==> src/rtl/sync_fifo_param.sv <==
// Single-clock FIFO with arbitrary depth, optional first-word-fall-through read,
// programmable almost-full/almost-empty thresholds, occupancy count and synchronous flush.
module sync_fifo_param #(
  parameter int WIDTH    = 8,
  parameter int DEPTH    = 16,
  parameter int AF_LEVEL = DEPTH - 2,
  parameter int AE_LEVEL = 2,
  parameter int FWFT     = 0,
  parameter int CNT_W    = $clog2(DEPTH + 1)
) (
  input  logic             clk,
  input  logic             res,
  input  logic             clr,
  input  logic             wr_en,
  input  logic [WIDTH-1:0] wdata,
  input  logic             rd_en,
  output logic [WIDTH-1:0] rdata,
  output logic             rd_valid,
  output logic             full,
  output logic             empty,
  output logic             almost_full,
  output logic             almost_empty,
  output logic [CNT_W-1:0] count,
  output logic             overflow,
  output logic             underflow
);

  localparam int PTR_W = (DEPTH > 1) ? $clog2(DEPTH) : 1;
  localparam logic [PTR_W-1:0] PTR_LAST = PTR_W'(DEPTH - 1);

  logic [WIDTH-1:0] mem_q [DEPTH];

  logic [PTR_W-1:0] wr_ptr_q, wr_ptr_d;
  logic [PTR_W-1:0] rd_ptr_q, rd_ptr_d;
  logic [CNT_W-1:0] count_q, count_d;
  logic             full_q, full_d;
  logic             empty_q, empty_d;
  logic             almost_full_q, almost_full_d;
  logic             almost_empty_q, almost_empty_d;
  logic             overflow_q, overflow_d;
  logic             underflow_q, underflow_d;

  logic rd_acc, wr_acc;
  logic rd_do, wr_do;

  // A write into a full FIFO is still accepted when a read frees a slot at the same edge.
  always_comb begin
    rd_acc = rd_en & ~empty_q;
    wr_acc = wr_en & (~full_q | rd_acc);
    rd_do  = rd_acc & ~clr;
    wr_do  = wr_acc & ~clr;
  end

  always_comb begin
    wr_ptr_d = wr_ptr_q;
    rd_ptr_d = rd_ptr_q;
    count_d  = count_q;
    if (clr) begin
      wr_ptr_d = '0;
      rd_ptr_d = '0;
      count_d  = '0;
    end else begin
      if (wr_do) wr_ptr_d = (wr_ptr_q == PTR_LAST) ? '0 : wr_ptr_q + 1'b1;
      if (rd_do) rd_ptr_d = (rd_ptr_q == PTR_LAST) ? '0 : rd_ptr_q + 1'b1;
      count_d = count_q + CNT_W'(wr_do) - CNT_W'(rd_do);
    end
  end

  // Status is registered from the next count so it moves in step with count.
  always_comb begin
    full_d         = (count_d == CNT_W'(DEPTH));
    empty_d        = (count_d == '0);
    almost_full_d  = (count_d >= CNT_W'(AF_LEVEL));
    almost_empty_d = (count_d <= CNT_W'(AE_LEVEL));
    overflow_d     = ~clr & wr_en & ~wr_acc;
    underflow_d    = ~clr & rd_en & ~rd_acc;
  end

  always_ff @(posedge clk or negedge res) begin
    if (!res) begin
      wr_ptr_q       <= '0;
      rd_ptr_q       <= '0;
      count_q        <= '0;
      full_q         <= 1'b0;
      empty_q        <= 1'b1;
      almost_full_q  <= 1'b0;
      almost_empty_q <= 1'b1;
      overflow_q     <= 1'b0;
      underflow_q    <= 1'b0;
    end else begin
      wr_ptr_q       <= wr_ptr_d;
      rd_ptr_q       <= rd_ptr_d;
      count_q        <= count_d;
      full_q         <= full_d;
      empty_q        <= empty_d;
      almost_full_q  <= almost_full_d;
      almost_empty_q <= almost_empty_d;
      overflow_q     <= overflow_d;
      underflow_q    <= underflow_d;
    end
  end

  always_ff @(posedge clk) begin
    if (wr_do) mem_q[wr_ptr_q] <= wdata;
  end

  generate
    if (FWFT != 0) begin : g_fwft
      // Gate with empty so rdata reads as zero after reset rather than stale storage.
      assign rdata    = empty_q ? '0 : mem_q[rd_ptr_q];
      assign rd_valid = ~empty_q;
    end else begin : g_std
      logic [WIDTH-1:0] rdata_q, rdata_d;
      logic             rd_valid_q, rd_valid_d;

      always_comb begin
        rdata_d    = rdata_q;
        rd_valid_d = 1'b0;
        if (rd_do) begin
          rdata_d    = mem_q[rd_ptr_q];
          rd_valid_d = 1'b1;
        end
      end

      always_ff @(posedge clk or negedge res) begin
        if (!res) begin
          rdata_q    <= '0;
          rd_valid_q <= 1'b0;
        end else begin
          rdata_q    <= rdata_d;
          rd_valid_q <= rd_valid_d;
        end
      end

      assign rdata    = rdata_q;
      assign rd_valid = rd_valid_q;
    end
  endgenerate

  assign count        = count_q;
  assign full         = full_q;
  assign empty        = empty_q;
  assign almost_full  = almost_full_q;
  assign almost_empty = almost_empty_q;
  assign overflow     = overflow_q;
  assign underflow    = underflow_q;

endmodule

==> config.mk <==
export PLATFORM = sky130hd
export DESIGN_NAME = sync_fifo_param
export DESIGN_NICKNAME = d
export VERILOG_FILES = /design/src/rtl/sync_fifo_param.sv
export SDC_FILE = /design/constraint.sdc
export NUM_CORES = 1
export LEC_CHECK = 0
export ABC_CLOCK_PERIOD_IN_PS = 3360
export CAP_MARGIN = 15
export CORE_MARGIN = 3
export CORE_UTILIZATION = 42
export DETAILED_ROUTE_END_ITERATION = 16
export PLACE_DENSITY_LB_ADDON = 0.3
export SLEW_MARGIN = 30
export SYNTH_ARGS = -nofsm -noshare
export SYNTH_HDL_FRONTEND = slang
export SYNTH_SLANG_ARGS = --single-unit
==> constraint.sdc <==
create_clock -name clk -period 3.36 [get_ports clk]
set_clock_uncertainty 0.15 [all_clocks]
set_input_delay 0.336 -clock clk [delete_from_list [all_inputs] [get_ports clk]]
set_output_delay 0.336 -clock clk [all_outputs]
set_load 0.01 [all_outputs]
=== Word-level counts from Yosys, hierarchy flattened ===
Memories as Yosys holds them, arrays and structs flattened. A register that Yosys moved wholly into a read port is not among the register bits.
Cells that the tools add are included.

* Reductions and logical operators: 4
* Mux-type cells: 10
* Bitwise gates (word level): 14
* Add/subtract/negate cells: 4
* Magnitude comparators: 2
* Eq/ne operators: 3

{| class="wikitable"
|+ Operator list
! operator !! count
|-
| $mux W4 || 6
|-
| $add A4 B1 Y4 const B || 2
|-
| $and A1 B1 Y1 || 8
|-
| $eq A4 B4 Y1 const B || 2
|-
| $add A5 B1 Y5 || 1
|-
| $eq A5 B5 Y1 const B || 1
|-
| $ge A5 B4 Y1 const B || 1
|-
| $le A5 B2 Y1 const B || 1
|-
| $logic_not A5 Y1 || 1
|-
| $mux W5 || 1
|-
| $not A1 Y1 || 5
|-
| $sub A5 B1 Y5 || 1
|-
| $reduce_bool A2 Y1 || 2
|-
| $mux W1 || 3
|-
| $logic_not A1 Y1 || 1
|-
| $or A1 B1 Y1 || 1
|}

* Register bits after elaboration: 20
* Input port bits: 13
* Memories: 1
* RAM bits: 128

{| class="wikitable"
|+ Memories
! name !! words !! width !! rd ports !! clocked after memory_dff !! wr ports !! RTL line !! source
|-
| mem_q || 16 || 8 || 1 || 1 || 1 || 31 || <nowiki>logic [WIDTH-1:0] mem_q [DEPTH];</nowiki>
|}

=== Longest topological paths before layout ===
Gate-level depths: netlist of run 1.

* Depth in word-level cells: 9
* Gate-level depth with buffers: 14

=== Least setup slack after synthesis of run 1 ===
No wires, ideal clock.

* Path type: register to register
* From: register empty_q (netlist: empty)
* To: register almost_empty_q (netlist: almost_empty)
* Buffers on the path: 1
* Setup time: 0.122 ns
* Slack: 0.388 ns
* Period minus slack after synthesis: 2.972 ns
* Arrival time: 2.701 ns
* Stages on the path, launching flop included: 14
* Path through: dfstp_2 > or3b_1 > clkbuf_1 > inv_1 > ha_1 > inv_1 > ha_1 > inv_1 > fa_1 > nor2b_1 > o21ai_0 > nand4b_1 > nand2_1 > a2111oi_0

* Word-level cells in the longest chain between the ends: 9
* Elaborated cells on any way between the ends: 10
* Classes of those cells: add/sub (2); order compare (1); mux (1); bitwise (6)

{| class="wikitable"
|+ RTL lines
! element !! RTL line !! source
|-
| from (decl) || 37 || <nowiki>logic empty_q, empty_d;</nowiki>
|-
| from (signal assigned) || 95 || <nowiki>empty_q <= empty_d;</nowiki>
|-
| $not A1 Y1 (*) || 48 || <nowiki>rd_acc = rd_en & ~empty_q;</nowiki>
|-
| $and A1 B1 Y1 (*) || 48 ||
|-
| $or A1 B1 Y1 || 49 || <nowiki>wr_acc = wr_en & (~full_q | rd_acc);</nowiki>
|-
| $and A1 B1 Y1 || 49 ||
|-
| $and A1 B1 Y1 || 51 || <nowiki>wr_do = wr_acc & ~clr;</nowiki>
|-
| $add A5 B1 Y5 || 65 || <nowiki>count_d = count_q + CNT_W'(wr_do) - CNT_W'(rd_do);</nowiki>
|-
| $sub A5 B1 Y5 (*) || 65 ||
|-
| $mux W5 (*) || 58 || <nowiki>if (clr) begin</nowiki>
|-
| named net count_d[4] || 35 || <nowiki>logic [CNT_W-1:0] count_q, count_d;</nowiki>
|-
| $le A5 B2 Y1 (*) || 74 || <nowiki>almost_empty_d = (count_d <= CNT_W'(AE_LEVEL));</nowiki>
|-
| named net almost_empty_d || 39 || <nowiki>logic almost_empty_q, almost_empty_d;</nowiki>
|-
| to (signal assigned) || 97 || <nowiki>almost_empty_q <= almost_empty_d;</nowiki>
|-
| to (decl) || 39 ||
|}

The timed path passes the listed nets; every way through them passes the cells marked *.
A chain may end at the register's enable or synchronous reset.

=== Final worst setup path of run 1 ===
* From: input rd_en
* To: register almost_empty_q (netlist: almost_empty)

* Word-level cells in the longest chain between the ends: 8
* Elaborated cells on any way between the ends: 9
* Classes of those cells: add/sub (2); order compare (1); mux (1); bitwise (5)

{| class="wikitable"
|+ RTL lines
! element !! RTL line !! source
|-
| from (decl) || 16 || <nowiki>input logic rd_en,</nowiki>
|-
| $and A1 B1 Y1 (*) || 48 ||
|-
| $or A1 B1 Y1 || 49 ||
|-
| $and A1 B1 Y1 || 49 ||
|-
| $and A1 B1 Y1 || 51 ||
|-
| $add A5 B1 Y5 || 65 ||
|-
| $sub A5 B1 Y5 (*) || 65 ||
|-
| $mux W5 (*) || 58 ||
|-
| named net count_d[4] || 35 ||
|-
| $le A5 B2 Y1 (*) || 74 ||
|-
| named net almost_empty_d || 39 ||
|}

Marks and branches as above.

==> impl_metrics.py, run 1 <==
metrics = {
    "logic_synthesis": {
        "ys_ff_latch": 156,
        "synthTopCellsByCount": "edfxtp_1 (128), nor2_1 (29), dfrtp_1 (26)",
        "yosysWarnings": 0,
        "synth_nets": 369,
        "synth_cell_types": 43,
        "synth-edff-count": 128,
        "synth_area_sq_mm": 0.006316,
        "ys_top_cells_by_area": "edfxtp_1 (61%), dfrtp_1 (10%), mux4_2 (8.6%), mux4_1 (3.3%), ha_1 (2.0%)",
        "syn_inst": 345,
        "synth_top_area_cell": "edfxtp_1",
        "yosys.area.top_type_share_pct": 60.86,
        "async_flop_share_pct": 17.95,
        "yosys.cell_count.top_type": "edfxtp_1",
        "synth-seq-area-share_pct": 71.99,
        "synth_ff_type": "edfxtp_1",
        "synth.avg_cell_area_sq_um": 18.31,
    },
    "die": {
        "fp.dieH_um": 128.6,
        "io_pins": 33,
        "start_util_pct": 43.13,
        "die_w_um": 128.6,
        "core_area_sq_mm": 0.01464,
        "dieArea_sq_mm": 0.01655,
        "rows": 44,
    },
    "global_routing": {
        "grt_max_degree": 30,
        "grt_overflow": 0,
        "antenna_found_initial": 0,
        "grt_pass1_wl_um": 19690,
        "grt_pass1_vias": 3437,
        "grtUsageTotal_pct": 16.57,
    },
    "clock_network": {
        "clockBufferDepth": 2,
        "path_clk_slew_ns": 0.06,
        "clock-sinks": 156,
        "clockRootBuffer": "clkbuf_16",
        "tritoncts": "built",
        "insertion_delay_ns": 0.42,
        "cts_inserted_buffers": 17,
        "htreeDepth": 4,
        "cts_resized": 0,
    },
    "final_layout": {
        "seqCellArea_sq_mm": 0.004548,
        "fillers": 1193,
        "diodes": 0,
        "finalInstanceArea_sq_mm": 0.007574,
        "nets": 433,
        "syn_to_final_growth_pct": 19.91,
        "drive_gt1_share_pct": 22.51,
        "multi_input_area_sq_mm": 0.001610,
        "fin_cells": 606,
    },
    "drt": {
        "viasPerCell": 5.413,
        "vias": 3280,
        "wire_per_inst_um": 20.74,
        "wirelength_um": 12570,
        "detail-route-antenna-nets": 0,
        "drtIter0Drc": 274,
        "drc": 0,
        "firstDrtPassIters": 4,
    },
    "worst_setup_path": {
        "crit_chain": "clkdlybuf4s50_1 > or3b_1 > inv_1 > ha_1 > inv_1 > ha_1 > inv_1 > fa_1 > nor2b_1 > o21ai_0 > nand4b_1 > nand2_1 > a2111oi_0",
        "cp_common_cell": "inv_1",
        "slowest_delay_ns": 0.52,
        "r2r_cells": 13,
        "crit_arrival_ns": 3.07,
        "path_buf_inv": 4,
        "path_delay_family": "simple AND/OR/NAND/NOR gates",
        "path_class": "input port to register",
        "crit_slowest_cell": "clkdlybuf4s50_1",
        "cp.depth": 13,
        "cp.required_ns": 3.49,
        "end_kind": "register",
        "path_max_fanout": 4,
        "crit-reg2reg-capture": "almost_empty",
        "start_kind": "input port",
        "r2r_start": "empty",
        "rrSetupSlack_ns": 0.48,
    },
    "power_and_ir_drop": {
        "power_leakage_nw": 2.622,
        "power_mw": 5.095,
        "ir_worst_vdd_v": 0.0003612,
        "p_per_area_mw_per_mm2": 672.7,
    },
    "min_path": {
        "min_path_type": "input port to asynchronous set/reset pin",
    },
    "placed_design": {
        "place.port_buffers": 32,
        "place_area_sq_mm": 0.006979,
        "dp_hpwl_um": 8319,
        "gp_congestion": 0.7637,
        "post-place-cells": 573,
    },
    "timing": {
        "fin_crit_ns": 2.934,
        "fin_crit_sh_pct": 87.32,
        "rsz0062_at_grt": "false",
        "slew_viol_final": 0,
        "hold_viol_final": 0,
        "fmax_ghz": 0.3408,
        "relSlewSlack_pct": 59.45,
        "tns_ns": 0,
        "worst_pin_slew_ns": 0.6063,
        "finalSetupViolCount": 0,
    },
    "outcome": {
        "status": "completed",
    },
    "job": {
        "maxCapViolations": 0,
    },
}
cell usage in the layout (no fill, tap or decap), types with 5 or more instances in the layout:
cell type,count
inv_1,14
mux4_2,24
a21oi_1,9
ha_1,10
mux2_2,7
mux2i_1,9
buf_4,29
o21ai_1,6
dfrtp_1,25
clkbuf_16,17
nor3_1,7
mux4_1,8
nand2_1,6
clkdlybuf4s50_1,31
nor2_1,29
edfxtp_1,128
a22oi_1,8
clkbuf_1,6
o21ai_0,5
power by group:
part,switching (mW),internal (mW)
clock,0.687,1.21
combinational,0.418,0.454
sequential,0.105,2.23
total,1.21,3.88
worst register-to-register path, stage by stage, from the launching register on:
cell and delay [ns]:
dfstp_2 0.38, nand2b_1 0.16, a21oi_1 0.21, inv_1 0.06, ha_1 0.26, inv_1 0.05, ha_1 0.16, inv_1 0.06
fa_1 0.37, nor2b_1 0.15, o21ai_0 0.13, nand4b_1 0.14, nand2_1 0.08, a2111oi_0 0.40
state kept, by name, summed over array words and instances (netlist names):
signal        cells
almost_empty      1
almost_full       1
count             5
empty             1
full              1
mem_q           128
overflow          1
rd_ptr_q          4
rd_valid          1
rdata             8
underflow         1
wr_ptr_q          4
kinds of logic (layout without fill, tap and decap cells):
kind of cell	count (synthesis)	count (layout)	share of synthesized area, %
compound gates	36	36	3.605
xor+xnor	4	4	0.5548
fa+ha+maj	11	11	2.298
buf+inv	31	108	2.516
flops	156	156	71.99
mux	48	48	14.56
simple gates	59	59	4.477
cell type report:
class	instances	share of cell area, %
flip-flops and latches	156	60.05
clock inverters	7	1.503
repair buffers	62	7.170
inverters	14	0.6939
well taps	184	3.040
multi-input cells	158	21.26
clock buffers	25	6.278
per-stage QoR:
stage / util [%] / setup WS (ns) / hold WS, ns
after floorplan: - / 0.3879 / -0.1096
after global placement: 47.66 / 0.09812 / 0.3423
after detailed placement: 47.66 / 0.01200 / 0.3697
after CTS: 51.68 / 0.4375 / 0.3186
after global routing: 51.72 / 0.2227 / 0.2970
final: 51.72 / 0.4260 / 0.2622
worst max-delay path by stage:
stage	startpoint	end	slack [ns]
5_1_grt	rd_en	full	0.22
2_1_floorplan	empty	almost_empty	0.39
3_5_place_dp	rd_en	almost_empty	0.01
6_report	rd_en	almost_empty	0.43
3_3_place_gp	rd_en	almost_empty	0.1
4_1_cts	rd_en	almost_empty	0.44
repair_timing:
item / 4_1_cts / 5_1_grt
hold endpoints to repair: 0 / 19
buffers inserted: 0 / 0
endpoints found under the setup margin: 0 / 0
hold buffers: 0 / 1
per-layer routing:
| layer | GRT usage (%) | vias up | share of wire [%] |
|---|---|---|---|
| li1 | - | 1480 | - |
| met1 | 20.81 | 1699 | 43 |
| met2 | 27.83 | 85 | 52 |
| met3 | 3.653 | 16 | 3.7 |
| met4 | 7.227 | 0 | 2.0 |
| met5 | 0 | - | 0 |
Power figures use the tool's default switching activity.
==> run 2, diff against run 1 <==
--- a/config.mk
+++ b/config.mk
@@ -9,6 +9,8 @@
 export CAP_MARGIN = 15
 export CORE_MARGIN = 3
 export CORE_UTILIZATION = 42
+export CTS_CLUSTER_DIAMETER = 120
+export CTS_CLUSTER_SIZE = 8
 export DETAILED_ROUTE_END_ITERATION = 16
 export PLACE_DENSITY_LB_ADDON = 0.3
 export SLEW_MARGIN = 30
==> constraint.sdc (replaced) <==
create_clock -name clk -period 3.36 [get_ports clk]
set_clock_uncertainty 0.15 [all_clocks]
set_input_delay 0.672 -clock clk [delete_from_list [all_inputs] [get_ports clk]]
set_output_delay 0.672 -clock clk [all_outputs]
set_load 0.01 [all_outputs]
==> run 2 against run 1 <==
Net effect: critical path depth is 1 higher; hold slack improved by 0.096 ns; cell count grew 0.50%; via count is 0.55% higher; critical endpoint is now almost_full.
==> impl_metrics.py, run 2 (synthesized netlist as in run 1, its figures left out) <==
metrics = {
    "worst_setup_path": {
        "crit-reg2reg-capture": "almost_full",
        "r2r_start": "empty",
        "path_max_fanout": 3,
        "path_class": "input port to register",
        "cp.required_ns": 3.56,
        "rrSetupSlack_ns": 0.54,
        "start_kind": "input port",
        "end_kind": "register",
        "crit_arrival_ns": 3.41,
        "r2r_cells": 13,
    },
    "drt": {
        "wire_per_inst_um": 21.13,
        "wirelength_um": 12870,
        "vias": 3298,
        "firstDrtPassIters": 4,
        "drc": 0,
        "drtIter0Drc": 241,
        "viasPerCell": 5.415,
        "detail-route-antenna-nets": 0,
    },
    "timing": {
        "fin_crit_ns": 3.212,
        "fmax_ghz": 0.3114,
        "fin_crit_sh_pct": 95.59,
        "relSlewSlack_pct": 46.07,
        "worst_pin_slew_ns": 0.8089,
        "finalSetupViolCount": 0,
        "hold_viol_final": 0,
        "slew_viol_final": 0,
    },
    "final_layout": {
        "fin_cells": 609,
        "regMostFlops": "mem_q",
        "layout_common_cells": "edfxtp_1 (128), buf_4 (33), clkdlybuf4s50_1 (32), nor2_1 (29), dfrtp_1 (25)",
        "seqCellArea_sq_mm": 0.004548,
        "syn_to_final_growth_pct": 20.05,
        "finalInstanceArea_sq_mm": 0.007582,
        "largest_reg_flops": 128,
        "diodes": 0,
        "multi_input_area_sq_mm": 0.001625,
        "layout_commonest_cell": "edfxtp_1",
        "nets": 436,
        "fillers": 1178,
        "drive_gt1_share_pct": 24.47,
    },
    "clock_network": {
        "path_clk_slew_ns": 0.06,
        "htreeDepth": 4,
        "cts_inserted_buffers": 17,
        "clockBufferDepth": 2,
        "clockRootBuffer": "clkbuf_16",
        "tritoncts": "built",
        "clock-sinks": 156,
        "insertion_delay_ns": 0.42,
    },
    "global_routing": {
        "grtUsageTotal_pct": 16.99,
        "antenna_found_initial": 0,
        "grt_max_degree": 29,
        "grt_overflow": 0,
        "grt_pass1_wl_um": 20220,
        "grt_pass1_vias": 3444,
    },
    "die": {
        "core_area_sq_mm": 0.01464,
        "rows": 44,
        "fp.dieH_um": 128.6,
        "dieArea_sq_mm": 0.01655,
        "io_pins": 33,
        "die_w_um": 128.6,
        "start_util_pct": 43.13,
    },
    "power_and_ir_drop": {
        "switching_share_pct": 24.93,
        "ir_worst_vdd_v": 0.0003827,
        "net-switching-power_mw": 1.265,
        "p_seq_share_pct": 45.8,
        "p_per_area_mw_per_mm2": 668.9,
        "power_leakage_nw": 2.625,
        "internal_power_mw": 3.807,
        "comb_power_share_pct": 18.5,
        "p_clk_share_pct": 35.6,
    },
    "placed_design": {
        "post-place-cells": 577,
        "gp_congestion": 0.7483,
        "place_area_sq_mm": 0.007009,
        "place.port_buffers": 32,
        "dp_hpwl_um": 8240,
    },
    "min_path": {
        "min_path_type": "register to register",
        "hold_start": "rdata[3]",
        "min_path_cells": 2,
        "holdPathEnd": "rdata[3]",
    },
    "job": {
        "maxCapViolations": 0,
    },
    "outcome": {
        "status": "completed",
    },
}
[run 2: through the flow]
stage          setup slack, ns  TNS (ns)  utilization, %  hold WS, ns  power, mW
4_1_cts                0.06700         0           51.67       0.3660      5.092
3_3_place_gp           -0.2364   -0.8026           47.86       0.3516      3.256
5_1_grt               -0.02443  -0.03170           51.78       0.3808      5.315
2_1_floorplan           0.1577         0               -       0.2264      2.841
3_5_place_dp           -0.3650    -1.346           47.86       0.3522      3.282
6_report                0.1482         0           51.78       0.3577      5.072
[run 2: critical path, cell delays in order]
cell and delay [ns]:
clkdlybuf4s50_1 0.50, or3b_4 0.39, inv_1 0.08, ha_1 0.23, inv_1 0.06, ha_1 0.16
inv_1 0.05, fa_1 0.38, nor2b_2 0.15, o21ai_1 0.09, a211o_1 0.32, nand2_1 0.10
buf_4 0.12, a31o_2 0.09
[run 2: layout make-up]
type | count | share of cell area (%)
Sequential cell | 156 | 59.98
Multi-Input combinational cell | 158 | 21.44
Timing Repair Buffer | 65 | 7.492
Clock buffer | 20 | 5.759
Tap cell | 184 | 3.036
Clock inverter | 12 | 1.601
Inverter | 14 | 0.6931
[run 2: power groups by stage]
| stage | Sequential (mW) | Clock (mW) | Combinational [mW] |
|---|---|---|---|
| after floorplan | 2.37 | 0 | 0.472 |
| after global placement | 2.36 | 0 | 0.892 |
| after detailed placement | 2.37 | 0 | 0.915 |
| after CTS | 2.33 | 1.85 | 0.919 |
| after global routing | 2.34 | 1.94 | 1.03 |
| final | 2.33 | 1.81 | 0.940 |
[run 2: worst max-delay path by stage]
stage / slack (ns) / to / startpoint / cells after the start
floorplan: 0.16 / almost_empty / clr / 13
global placement: -0.24 / almost_empty / rd_en / 13
detailed placement: -0.36 / almost_empty / clr / 13
CTS: 0.07 / almost_empty / clr / 13
global route: -0.02 / almost_empty / clr / 13
finish: 0.15 / almost_full / rd_en / 14
[run 2: what timing repair did]
action | 4_1_cts | 5_1_grt
gates resized for setup | 0 | 6
hold buffers | 0 | 0
setup endpoints to repair | 0 | 3
buffers inserted | 0 | 0
hold endpoints to repair | 0 | 0
[run 2: metal layers]
layer	track usage [%]	wire length (um)	up-vias
met5	0	0	-
met4	6.856	287	0
met3	4.359	786	18
met2	26.97	6298	99
met1	22.63	5495	1700
li1	-	-	1481
==> run 3, diff against run 2 <==
--- a/config.mk
+++ b/config.mk
@@ -10,7 +10,7 @@
 export CORE_MARGIN = 3
 export CORE_UTILIZATION = 42
 export CTS_CLUSTER_DIAMETER = 120
-export CTS_CLUSTER_SIZE = 8
+export CTS_CLUSTER_SIZE = 10
 export DETAILED_ROUTE_END_ITERATION = 16
 export PLACE_DENSITY_LB_ADDON = 0.3
 export SLEW_MARGIN = 30
==> results of run 3 <==
No change in the layout: final DEF, timing and power equal those of run 2.
